File: src/rtl/div32.sv
// 32-bit restoring divider: one shift-subtract step per cycle, 33-cycle latency.
// Define DIV32_SIGNED_EN to enable two's-complement division via the Signed input.
module div32 (
    input  logic        Clk,
    input  logic        Reset,
    input  logic        Start,
    input  logic        Signed,
    input  logic [31:0] Dividend,
    input  logic [31:0] Divisor,
    output logic        Busy,
    output logic        Done,
    output logic [31:0] Quotient,
    output logic [31:0] Remainder,
    output logic        DivZero,
    output logic        Over
);

    typedef enum logic [1:0] {
        IDLE = 2'd0,
        RUN  = 2'd1,
        DONE = 2'd2
    } state_t;

    state_t      state;
    state_t      state_nx;
    logic [4:0]  cnt;
    logic [31:0] rem;
    logic [31:0] quo;
    logic [31:0] dvsr;
    logic        neg_q;
    logic        neg_r;

    logic        accept;
    logic        div_zero;
    logic        sneg_a;
    logic        sneg_b;
    logic [31:0] mag_a;
    logic [31:0] mag_b;

    logic [32:0] partial;
    logic        qbit;
    logic [31:0] rem_nx;
    logic [31:0] quo_nx;
    logic [31:0] q_fin;
    logic [31:0] r_fin;

    assign accept   = (state == IDLE) && Start;
    assign div_zero = (Divisor == '0);

`ifdef DIV32_SIGNED_EN
    logic ovf;
    logic ovf_in;

    always_comb begin
        sneg_a = Signed & Dividend[31];
        sneg_b = Signed & Divisor[31];
        mag_a  = sneg_a ? (32'd0 - Dividend) : Dividend;
        mag_b  = sneg_b ? (32'd0 - Divisor)  : Divisor;
        ovf_in = Signed && (Dividend == 32'h8000_0000) && (Divisor == '1);
    end
`else
    logic unused_signed;

    assign unused_signed = Signed;
    assign sneg_a        = 1'b0;
    assign sneg_b        = 1'b0;
    assign mag_a         = Dividend;
    assign mag_b         = Divisor;
    assign Over          = 1'b0;
`endif

    // Dividend bits are shifted out of quo's MSB while quotient bits enter at its LSB.
    always_comb begin
        partial = {rem, quo[31]} - {1'b0, dvsr};
        qbit    = ~partial[32];
        rem_nx  = qbit ? partial[31:0] : {rem[30:0], quo[31]};
        quo_nx  = {quo[30:0], qbit};
        q_fin   = neg_q ? (32'd0 - quo_nx) : quo_nx;
        r_fin   = neg_r ? (32'd0 - rem_nx) : rem_nx;
    end

    always_comb begin
        state_nx = state;
        Busy     = 1'b0;
        Done     = 1'b0;
        case (state)
            IDLE: begin
                if (Start) begin
                    state_nx = div_zero ? DONE : RUN;
                end
            end
            RUN: begin
                Busy = 1'b1;
                if (cnt == 5'd31) begin
                    state_nx = DONE;
                end
            end
            DONE: begin
                Busy     = 1'b1;
                Done     = 1'b1;
                state_nx = IDLE;
            end
            default: state_nx = IDLE;
        endcase
    end

    always_ff @(posedge Clk) begin
        if (!Reset) begin
            state <= IDLE;
        end else begin
            state <= state_nx;
        end
    end

    always_ff @(posedge Clk) begin
        if (!Reset) begin
            cnt       <= '0;
            rem       <= '0;
            quo       <= '0;
            dvsr      <= '0;
            neg_q     <= 1'b0;
            neg_r     <= 1'b0;
            Quotient  <= '0;
            Remainder <= '0;
            DivZero   <= 1'b0;
`ifdef DIV32_SIGNED_EN
            ovf       <= 1'b0;
            Over      <= 1'b0;
`endif
        end else if (accept) begin
            if (div_zero) begin
                Quotient  <= '1;
                Remainder <= Dividend;
                DivZero   <= 1'b1;
`ifdef DIV32_SIGNED_EN
                Over      <= 1'b0;
`endif
            end else begin
                cnt   <= '0;
                rem   <= '0;
                quo   <= mag_a;
                dvsr  <= mag_b;
                neg_q <= sneg_a ^ sneg_b;
                neg_r <= sneg_a;
`ifdef DIV32_SIGNED_EN
                ovf   <= ovf_in;
`endif
            end
        end else if (state == RUN) begin
            rem <= rem_nx;
            quo <= quo_nx;
            cnt <= cnt + 5'd1;
            if (cnt == 5'd31) begin
                Quotient  <= q_fin;
                Remainder <= r_fin;
                DivZero   <= 1'b0;
`ifdef DIV32_SIGNED_EN
                Over      <= ovf;
`endif
            end
        end
    end

endmodule

File: config.mk
export PLATFORM = sky130hd
export DESIGN_NAME = div32
export DESIGN_NICKNAME = d
export VERILOG_FILES = /design/src/rtl/div32.sv
export SDC_FILE = /design/constraint.sdc
export NUM_CORES = 1
export LEC_CHECK = 0
export CAP_MARGIN = 30
export CORE_MARGIN = 5
export CORE_UTILIZATION = 25
export CTS_CLUSTER_SIZE = 14
export DETAILED_ROUTE_END_ITERATION = 16
export HOLD_SLACK_MARGIN = 0.08
export PLACE_DENSITY = 0.49
export SYNTH_ARGS = -nofsm -noshare
export SYNTH_HDL_FRONTEND = slang
export SYNTH_SLANG_ARGS = --single-unit
File: constraint.sdc
create_clock -name Clk -period 4.7 [get_ports Clk]
set_clock_uncertainty 0.15 [all_clocks]
set_input_delay 0.47 -clock Clk [delete_from_list [all_inputs] [get_ports Clk]]
set_output_delay 0.47 -clock Clk [all_outputs]
set_load 0.005 [all_outputs]
* Yosys cells after proc, flatten, opt, wreduce, memory -nomap -nowiden
Index checks and enable logic that the tools add are counted.
W data, S select, Z words.
** Operators by class
- Add/sub/neg operators :: 2
- Equal/unequal tests :: 7
- Muxes and demuxes :: 28
- Bitwise logic cells :: 2
- Reduce and logical (&&, ||, !) cells :: 10
** Operator list (count)
- $mux W32 :: 15
- $sub A33 B32 Y33 :: 1
- $logic_not A32 Y1 :: 1
- $mux W5 :: 3
- $mux W1 :: 6
- $mux W2 :: 3
- $ne A2 B2 Y1 const B :: 3
- $reduce_and A2 Y1 :: 3
- $add A5 B1 Y5 const B :: 1
- $eq A5 B5 Y1 const B :: 1
- $pmux W2 S2 :: 1
- $reduce_bool A2 Y1 :: 2
- $reduce_and A3 Y1 :: 1
- $eq A2 B1 Y1 const B :: 1
- $eq A2 B2 Y1 const B :: 1
- $logic_not A2 Y1 :: 1
- $ne A2 B1 Y1 const B :: 1
- $not A1 Y1 :: 2
- $reduce_or A2 Y1 :: 1
- $logic_and A1 B1 Y1 :: 1
** Storage, ports and cells
- Register bits after elaboration :: 168
- Input bits :: 68
- Output and inout bits :: 68
- Logic and storage cells :: 57

* Longest topological paths before layout
- Word-level depth :: 5
- Mapped depth :: 14
- Mapped depth without buffers :: 12

* Least setup slack after synthesis
Ideal clock, no wire load.
- Kind :: flip-flop to flip-flop
- Start point :: reg quo[31]
- End point :: reg Remainder[3]
- Library setup time :: 0.116 ns
- Data arrival time :: 2.805 ns
- Required time :: 4.434 ns
- Path slack :: 1.629 ns
- Cell stages (with the launch flop) :: 14
- Buffers on the path :: 1
- Clock period less this slack :: 3.071 ns
- Cells stage by stage :: dfxtp_1 inv_1 ha_1 fa_1 nand2b_1 a21oi_1 o22ai_2 o21ai_2 a31oi_4 nor3_4 buf_6 mux2i_1 a21oi_1 a31o_1
** On the way
- Cells in the longest elaborated chain, start to end :: 5
** RTL lines
- start: declaration :: RTL line 28 : logic [31:0] quo;
- start signal: assignment :: RTL line 141 : quo <= mag_a;
- start signal: assignment :: RTL line 151 : quo <= quo_nx;
- $sub A33 B32 Y33 :: RTL line 74 : partial = {rem, quo[31]} - {1'b0, dvsr};
- $mux W32 :: RTL line 76 : rem_nx = qbit ? partial[31:0] : {rem[30:0], quo[31]};
- $mux W32 :: RTL line 153 : if (cnt == 5'd31) begin
- $mux W32 :: RTL line 149 : end else if (state == RUN) begin
- $mux W32 :: RTL line 130 : end else if (accept) begin
- end signal: assignment :: RTL line 133 : Remainder <= Dividend;
- end signal: assignment :: RTL line 155 : Remainder <= r_fin;
- end: declaration :: RTL line 13 : output logic [31:0] Remainder,
No other way between the ends. The select of a mux whose other input is x is not followed.
A chain may end at the register's enable or synchronous reset.

* Final worst setup path
- Start point :: reg quo[31]
- End point :: reg Remainder[18]
The elaborated chain is that of the path after synthesis.

==> out/results.txt <==
Run status = finished, final reports clean
Cts bufs inserted = 17
Via Count = 7,867
DIE WIDTH = 197 um
Cell area after layout = 0.0110 mm2
Vias in the first global route = 7,670
Layout cells sized above 1 = 8.53%
Row cnt = 68
# DRC = 0
Clock transition at path regs = 0.07 ns
Initial antenna violation count = 1
Critical path's slowest cell = or3_1
Setup violators final = 0
Setup TNS = 0 ns
TritonCTS clock tree = yes
Seq cells post-synth = 168
Startpoint Class = flip-flop
CP Capture Type = flip-flop
Ys flop type = dfxtp_1
Fin crit period = 3.85 ns
Clk sinks = 168
Hpwl dp = 21,100 um
Post-synth top area share = 38.3%
Sequential share of the synthesized area = 38.3%
Global-route wire length before repair = 45,000 um
Final setup margin = 0.854 ns
Hold buffers post-CTS = 0
Post CTS Setup Buffer Count = 0
Post-place setup slack = 0.777 ns
Filler cell count in the final layout = 3,635
Yosys cell types = 68
Ports = 136
CP max stage delay = 0.67 ns
Largest area contributor in the netlist = dfxtp_1
Multi-input gate area = 0.00494 mm2
Clock H-tree levels = 4
Syn_area_per_cell = 8.60 um2
Power Dens Cells = 385 mW/mm2
Slew HR = 36.6%
Worst EP required = 4.87 ns
Largest cells by area after synthesis = dfxtp_1 38%, mux2i_1 6.0%, nand2_1 5.6%, ha_1 5.3%, nor2_1 4.0%
Syn. warnings = 0
Peak supply drop = 0.238 mV
Asr flop ratio synth = 0%
Crit share post-route = 81.8%
Placer congestion estimate = 0.826
LEAKAGE = 0.00422 uW
ANT nets after route = 0
Wire per inst = 18.2 um
Post-Syn Area = 0.00877 mm2
Register area = 0.00336 mm2
Number of synthesized flops with an enable pin = 0
RSZ-0062 raised after global routing = no
Clk_lat worst skew = 0.43 ns
Grt total ovfl = 0
DRT iter0 DRCs = 540
Final WL = 28,900 um
Nets = 1,219
Post-placement cell area = 0.0105 mm2
Iteration count of the initial detailed-routing pass = 5
Worst-case clock buffer depth = 2
Initial Utilization = 25.3%
Mapped Nets = 1,126
Worst Path Max Fanout = 16
Max-cap viol count = 0
Worst setup path category = reg -> reg
Crit path cell chain = inv_1 -> ha_1 -> fa_1 -> nand2b_1 -> a21oi_1 -> o22ai_2 -> o21ai_2 -> a31oi_4 -> or3_1 -> and2_1 -> a211oi_1 -> o21ai_1
Post-CTS sizing = 0
Final Hold Viols = 0
PortBufs = 133
Achievable Freq = 260 MHz
CTS root buf = clkbuf_16
Cell count after synthesis = 1,020
Worst EP arrival = 4.01 ns
Die Y = 197 um
Pin count of the biggest net entering global routing = 64
Slew Limit Fails = 0
Area Growth Syn to Fin = 25.7%
Number of vias per cell = 4.97
GRT Total Usage = 14.6%
Core ar. = 0.0346 mm2
Worst-margin pin slew = 0.949 ns
Hold Crit Class = reg -> reg
Die area = 0.0389 mm2
layout make-up:
cell class / count / area share [%]
inverter: 41 / 1.41
timing repair buffer: 147 / 13.0
tap: 455 / 5.16
antenna: 1 / 0.0227
clock inverter: 14 / 1.13
multi-input combinational: 738 / 44.8
sequential: 168 / 30.5
clock buffer: 18 / 3.98
synth_stat cells, types with 3 or more instances:
master and n:
dfxtp_1 168, nand2_1 131, nor2_1 93, a21oi_1 64, clkbuf_1 57, mux2i_1 53
inv_1 40, o21ai_1 38, ha_1 37, a311oi_1 36, o221a_2 31, o211ai_1 27
o21ai_0 25, a21o_1 18, a31o_1 15, nand3_1 15, xnor2_1 14, xor2_1 13
a31oi_1 10, o21a_1 10, and2_1 9, a211oi_1 8, nor4_1 8, nor3_1 7
and3_1 6, buf_2 6, buf_6 6, nand4_1 6, or3_1 6, a211o_1 4
a22o_1 4, nand2b_1 4, and4_1 3, nor2b_1 3, o31a_1 3, o31ai_1 3
o41ai_1 3
logic make-up (layout without fill, tap and decap cells):
logic type	count (synthesis)	in the layout	synth area share (%)
xor gates and xnor gates	27	27	2.70
DFF	168	168	38.3
other	1	2	0.0428
and+or+nand+nor	300	300	15.2
muxes	54	54	6.18
buffers and inverters	114	220	5.56
AOI/OAI and AO/OA	318	318	26.5
adders and majority gates	38	38	5.51
final timing paths:
kind                   startpoint                    endpoint  slack [ns]  cells after the start
max reg2reg  quo[31]$_SDFFE_PN0P_  Remainder[18]$_SDFFE_PN0P_        0.85                     12
min           cnt[3]$_SDFFE_PN0P_         cnt[3]$_SDFFE_PN0P_        0.31                      1
min reg2reg   cnt[3]$_SDFFE_PN0P_         cnt[3]$_SDFFE_PN0P_        0.31                      1
max          quo[31]$_SDFFE_PN0P_  Remainder[18]$_SDFFE_PN0P_        0.85                     12
critical path: cells and delay by family (launching register included):
kind | cells | cell delay, ns
and+or+nand+nor | 3 | 1.15
adders and majority gates | 2 | 0.65
buffers and inverters | 1 | 0.07
DFF | 1 | 0.36
AOI/OAI and AO/OA | 6 | 1.34
flip-flops by register name, summed over array words and instances, names as in the netlist:
register	count
Remainder	32
rem	32
dvsr	32
DivZero	1
quo	32
Quotient	32
cnt	5
state	2
cell usage in the layout (no fill, tap or decap), drive strengths merged, types with 18 or more instances in the layout:
cell | Yosys | final
dfxtp | 168 | 168
nand2 | 133 | 133
clkdlybuf4s50 | 0 | 132
nor2 | 93 | 93
a21oi | 64 | 64
o21ai | 64 | 64
mux2i | 53 | 53
inv | 41 | 42
ha | 37 | 37
a311oi | 36 | 36
o221a | 31 | 31
o211ai | 27 | 27
a21o | 18 | 18
clkbuf | 57 | 18
where the power goes:
| part | switching, uW | total [uW] | internal (uW) | leakage, uW |
|---|---|---|---|---|
| registers | 69.7 | 1580 | 1510 | 0.00137 |
| logic | 795 | 1300 | 503 | 0.00259 |
| clock network | 624 | 1370 | 744 | 0.000261 |
| total | 1490 | 4250 | 2760 | 0.00422 |
routing by layer:
layer	up-vias	global-route usage, %	part of all wire (%)
met4	0	3.24	1.1
met1	3781	20.0	48
met5	-	0	0
met2	144	24.0	47
li1	3920	-	-
met3	22	2.85	3.5
metrics by stage:
| step | util [%] | hold slack, ns | power, uW | instances |
|---|---|---|---|---|
| finish | 31.8 | 0.314 | 4250 | 1582 |
| global placement | 30.2 | 0.299 | 2910 | 1549 |
| CTS | 31.8 | 0.313 | 4300 | 1581 |
| detailed placement | 30.2 | 0.299 | 2920 | 1549 |
| global route | 31.8 | 0.346 | 4500 | 1582 |
| floorplan | - | 0.274 | 2570 | 1020 |
Note: power is estimated with default switching activity, not from simulation.
